File: src/rtl/mdio_master.sv
// Clause 22 MDIO management master: one register read/write per command, MDC = clk_i / (2*CLK_DIV).
// Build option MDIO_PRE_SUPPRESS_EN adds cmd_no_pre_i to skip the preamble on a per-command basis.
module mdio_master #(
  parameter int unsigned CLK_DIV = 20,
  parameter int unsigned PRE_LEN = 32
) (
  input  logic        clk_i,
  input  logic        reset_n_i,
  input  logic        cmd_valid_i,
  output logic        cmd_ready_o,
  input  logic        cmd_write_i,
  input  logic [4:0]  cmd_phy_addr_i,
  input  logic [4:0]  cmd_reg_addr_i,
  input  logic [15:0] cmd_wdata_i,
`ifdef MDIO_PRE_SUPPRESS_EN
  input  logic        cmd_no_pre_i,
`endif
  output logic        rsp_valid_o,
  output logic [15:0] rsp_rdata_o,
  output logic        rsp_err_o,
  output logic        busy_o,
  output logic        mdc_o,
  output logic        mdio_o,
  output logic        mdio_oe_o,
  input  logic        mdio_i
);

  localparam int unsigned CW       = $clog2(CLK_DIV);
  localparam int unsigned BIT_LAST = PRE_LEN + 32;
  localparam int unsigned BW       = $clog2(BIT_LAST + 1);
  localparam int unsigned IDX_ST   = PRE_LEN;
  localparam int unsigned IDX_OP   = PRE_LEN + 2;
  localparam int unsigned IDX_PHY  = PRE_LEN + 4;
  localparam int unsigned IDX_REG  = PRE_LEN + 9;
  localparam int unsigned IDX_TA   = PRE_LEN + 14;
  localparam int unsigned IDX_DATA = PRE_LEN + 16;
  localparam int unsigned IDX_IDLE = PRE_LEN + 32;

  typedef enum logic [3:0] {
    S_IDLE, S_PRE, S_ST, S_OP, S_PHYAD, S_REGAD, S_TA, S_DATA, S_IDLE_BIT, S_DONE
  } state_t;

  state_t          state;
  logic [CW-1:0]   div_q;
  logic [BW-1:0]   bit_q;
  logic [31:0]     frame_q;
  logic            write_q;
  logic [31:0]     new_frame_c;
  logic [BW-1:0]   start_idx_c;
  logic [BW-1:0]   bit_nxt_c;
  logic            accept_c;

  // ST, OP, PHYAD, REGAD, TA, DATA packed MSB first; read TA/DATA slots are never driven.
  function automatic logic [31:0] build_frame(input logic wr, input logic [4:0] phy,
                                              input logic [4:0] rg, input logic [15:0] wd);
    return {2'b01, wr ? 2'b01 : 2'b10, phy, rg, wr ? 2'b10 : 2'b11, wr ? wd : 16'hFFFF};
  endfunction

  function automatic state_t phase_of(input logic [BW-1:0] idx);
    if (idx < BW'(IDX_ST))        return S_PRE;
    else if (idx < BW'(IDX_OP))   return S_ST;
    else if (idx < BW'(IDX_PHY))  return S_OP;
    else if (idx < BW'(IDX_REG))  return S_PHYAD;
    else if (idx < BW'(IDX_TA))   return S_REGAD;
    else if (idx < BW'(IDX_DATA)) return S_TA;
    else if (idx < BW'(IDX_IDLE)) return S_DATA;
    else                          return S_IDLE_BIT;
  endfunction

  // Returns {mdio, oe} for bit index idx; the bus idles high when released.
  function automatic logic [1:0] drive_of(input logic [BW-1:0] idx, input logic [31:0] frame,
                                          input logic wr);
    logic [4:0] off;
    off = 5'(BW'(BIT_LAST - 1) - idx);
    if (idx < BW'(IDX_ST))              return 2'b11;
    else if (idx >= BW'(IDX_IDLE))      return 2'b10;
    else if (!wr && idx >= BW'(IDX_TA)) return 2'b10;
    else                                return {frame[off], 1'b1};
  endfunction

  assign accept_c    = cmd_valid_i & cmd_ready_o;
  assign new_frame_c = build_frame(cmd_write_i, cmd_phy_addr_i, cmd_reg_addr_i, cmd_wdata_i);
  assign bit_nxt_c   = bit_q + 1'b1;

`ifdef MDIO_PRE_SUPPRESS_EN
  // Skipping the preamble just starts the bit counter at ST.
  assign start_idx_c = cmd_no_pre_i ? BW'(PRE_LEN) : '0;
`else
  assign start_idx_c = '0;
`endif

  always_ff @(posedge clk_i or negedge reset_n_i) begin
    if (!reset_n_i) begin
      state       <= S_IDLE;
      cmd_ready_o <= 1'b1;
      busy_o      <= 1'b0;
      rsp_valid_o <= 1'b0;
      rsp_rdata_o <= '0;
      rsp_err_o   <= 1'b0;
      mdc_o       <= 1'b0;
      mdio_o      <= 1'b1;
      mdio_oe_o   <= 1'b0;
      div_q       <= '0;
      bit_q       <= '0;
      frame_q     <= '0;
      write_q     <= 1'b0;
    end else begin
      rsp_valid_o <= 1'b0;
      case (state)
        S_IDLE: begin
          if (accept_c) begin
            frame_q                <= new_frame_c;
            write_q                <= cmd_write_i;
            bit_q                  <= start_idx_c;
            div_q                  <= '0;
            mdc_o                  <= 1'b0;
            {mdio_o, mdio_oe_o}    <= drive_of(start_idx_c, new_frame_c, cmd_write_i);
            state                  <= phase_of(start_idx_c);
            cmd_ready_o            <= 1'b0;
            busy_o                 <= 1'b1;
            rsp_rdata_o            <= '0;
            rsp_err_o              <= 1'b0;
          end
        end
        S_DONE: begin
          state       <= S_IDLE;
          cmd_ready_o <= 1'b1;
          busy_o      <= 1'b0;
        end
        default: begin
          if (div_q == CW'(CLK_DIV - 1)) begin
            div_q <= '0;
            mdc_o <= ~mdc_o;
            if (!mdc_o) begin
              // MDC rising: sample the PHY-driven TA and data bits.
              if (!write_q && bit_q == BW'(IDX_TA + 1) && mdio_i) rsp_err_o <= 1'b1;
              if (!write_q && state == S_DATA) rsp_rdata_o <= {rsp_rdata_o[14:0], mdio_i};
            end else if (bit_q == BW'(BIT_LAST)) begin
              state       <= S_DONE;
              rsp_valid_o <= 1'b1;
              mdio_o      <= 1'b1;
              mdio_oe_o   <= 1'b0;
            end else begin
              bit_q               <= bit_nxt_c;
              {mdio_o, mdio_oe_o} <= drive_of(bit_nxt_c, frame_q, write_q);
              state               <= phase_of(bit_nxt_c);
            end
          end else begin
            div_q <= div_q + 1'b1;
          end
        end
      endcase
    end
  end

endmodule

File: config.mk
export PLATFORM = sky130hd
export DESIGN_NAME = mdio_master
export DESIGN_NICKNAME = d
export VERILOG_FILES = /design/src/rtl/mdio_master.sv
export SDC_FILE = /design/constraint.sdc
export NUM_CORES = 1
export LEC_CHECK = 0
export ABC_CLOCK_PERIOD_IN_PS = 3500
export CAP_MARGIN = 20
export CORE_UTILIZATION = 34
export CTS_CLUSTER_DIAMETER = 80
export DETAILED_ROUTE_END_ITERATION = 8
export PLACE_DENSITY_LB_ADDON = 0.05
export SYNTH_ARGS = -nofsm -noshare
export SYNTH_HDL_FRONTEND = slang
export SYNTH_SLANG_ARGS = --single-unit
File: constraint.sdc
create_clock -name clk_i -period 3.5 [get_ports clk_i]
set_clock_uncertainty 0.2 [all_clocks]
set_input_delay 0.7 -clock clk_i [delete_from_list [all_inputs] [get_ports clk_i]]
set_output_delay 0.7 -clock clk_i [all_outputs]
set_load 0.05 [all_outputs]
==> run metrics <==
share of post-route cells with drive strength above 1=8.70%; post-DP HPWL=6.17 mm; drt wl/cell=15.2 um; CP Max Fanout=11; Die Area=11500 um^2; Async SR Flop Fraction=100%; Die Wd=roughly 110 um; total CTS buffers=9; Mapped Area=between 3000 and 4000 um^2; status=finished, final reports clean; worst hold path type=input port to asynchronous set/reset pin; sequential fraction of the synthesis area=a little under half; EDFF count, synth=0; Final setup viols=0; Worst-Margin Slew=0.680 ns; diodes inserted=0; Synth area leaders=dfrtp_1, nand2_1, o21ai_0; FP Rows=38; commonest non-fill, non-tap cells in the layout=nand2_1, dfrtp_1, clkdlybuf4s50_1; Cell Area, Placed=4340 um^2; GP Congestion=0.799; Routed Antenna Nets=0; clock buffer depth=2; Cells after Synth=417; post-layout instance count excluding filler cells=600; GRT Total Usage=17.1%; worst slack at placement=between 0.6 and 0.7 ns; crit path DAT=2.81 ns; Required @ worst endpoint=approximately 3.6 ns; top-area cell type share of the netlist area=44.0%; CTS Root Buffer Type=clkbuf_8; worst-skew pair later-pin latency=0.35 ns; Fmax=367 MHz; Yosys cell types=66; #FFs+latches synth=68; Die H=107 um; Leak=1.93 nW; Post-CTS Setup Repair Bufs=0; Total Wirelength=9.12 mm; CP endpoint kind=flop; commonest non-fill, non-tap cell in the layout=nand2_1; Cell Pwr Density=329 nW/um^2; first-pass GRT wire length=15.1 mm; number of global-route vias before repair=about 2900; Tcrit/Tclk final=between 70% and 80%; Slew headroom=between 50% and 60%; Setup CP Type=flop to flop; total negative setup slack=0 ns; final period demand of the worst path=2.73 ns; post-synth top area cell=dfrtp_1; initial antenna violation count=0; core area=10800 um^2; CTS clock-pin slew for the worst setup and hold paths=0.08 ns; hold_buf cts=0; CTS tree=built; DRC Markers=0; Finished Cell Area=around 4500 um^2; max-slew violations=0; port bufs=53; post-CTS sizing=0; RSZ-0062 raised after global routing=no; pin count of the biggest net entering global routing=45; Top FF cell, synth=dfrtp_1; # H-tree levels=3; final net count=490; Vias/cell=between 5 and 6; warning count from the yosys run=0; Starting DRT DRC Count=77; max-cap viol count=0; syn nets=451; initial core utilization=34.8%; Area Overhead vs Synth=20.4%; # placed instances=just under 600; Vias=3051; # IOs=54; gr ovfl total=0; worst setup margin=between 0.7 and 0.8 ns; Max VDD drop=0.164 mV; Post-Syn Area per Cell=9.01 um^2; Worst setup SP type=flop; fillcell total=1105; CTS sink cnt=68; drt pass-1 iters=4; Hold Vio Cnt, Final=0
==> worst max-delay path: stages, from the launching register on <==
cell and delay (ns):
dfrtp_1 0.55, inv_1 0.08, ha_1 0.61, mux4_2 0.39
nor2b_1 0.14, a211oi_1 0.29, a211oi_1 0.09, o32a_1 0.30
==> sequential cells by signal, summed over array words and instances, names as in the netlist <==
register     count
frame_q         29
mdc_o            1
cmd_ready_o      1
mdio_o           1
mdio_oe_o        1
bit_q            7
busy_o           1
rsp_rdata_o     16
rsp_valid_o      1
state            4
rsp_err_o        1
div_q            5
==> layout make-up <==
type                            count  area (um^2)  share of cell area [%]
Tap cell                          140          175                    3.87
Clock inverter                      2         35.0                   0.775
Sequential cell                    68         1700                    37.7
Timing Repair Buffer               57          568                    12.6
Clock buffer                       13          149                    3.29
Inverter                           28          105                    2.32
Multi-Input combinational cell    292         1790                    39.5
==> Yosys cell counts, drive strengths merged (3+ instances only) <==
cell type / count
buf: 20
mux2i: 4
xor2: 4
nor4: 3
a21oi: 10
a211oi: 6
dfrtp: 66
o21ai: 39
a22oi: 3
inv: 28
nand2: 88
o31ai: 3
a31oi: 18
o211ai: 3
nor2: 39
nand2b: 4
or3: 3
mux4: 7
nor3: 4
ha: 3
o221ai: 3
nor2b: 4
clkbuf: 9
nand3: 8
==> routing by layer <==
metal  GRT usage, %  part of all wire (%)  vias up
li1               -                     -     1527
met1           25.7                    52     1449
met2           23.9                    42       66
met3           4.38                   4.2        9
met4           4.99                   1.2        0
met5              0                     0        -
==> kinds of logic (layout without fill, tap and decap cells) <==
kind of cell	after synthesis	count (layout)	synth area share, %
AND/OR/NAND/NOR	166	166	20.9
multiplexers	12	12	5.56
XOR/XNOR	5	5	1.37
adder cells (fa/ha/maj)	3	3	0.999
flip-flops	68	68	45.4
AO/OA/AOI/OAI	106	106	18.7
buffers and inverters	57	100	7.10
==> final timing paths <==
| path | slack (ns) | cells after the start | startpoint | end |
|---|---|---|---|---|
| max | 0.77 | 7 | bit_q[1] | mdio_o |
| min | 0.18 | 1 | reset_n_i | busy_o |
| max reg2reg | 0.77 | 7 | bit_q[1] | mdio_o |
| min reg2reg | 0.28 | 2 | frame_q[22] | frame_q[22] |
| max in group asynchronous | 2.21 | 2 | reset_n_i | mdio_o |
| min in group clk_i | 0.28 | 2 | frame_q[22] | frame_q[22] |
==> power breakdown <==
part	switching, mW	total (mW)	internal [mW]
sequential	0	0.785	0.785
clock	0.298	0.643	0.345
combinational	0.0268	0.0594	0.0325
==> through the flow <==
step | hold WS [ns] | util [%] | power (mW)
floorplan | 0.204 | - | 0.808
global placement | 0.261 | 40.2 | 0.863
detailed placement | 0.265 | 40.2 | 0.862
CTS | 0.200 | 41.9 | 1.51
global route | 0.230 | 41.9 | 1.55
finish | 0.178 | 41.9 | 1.49
(Power assumes the default switching activity.)
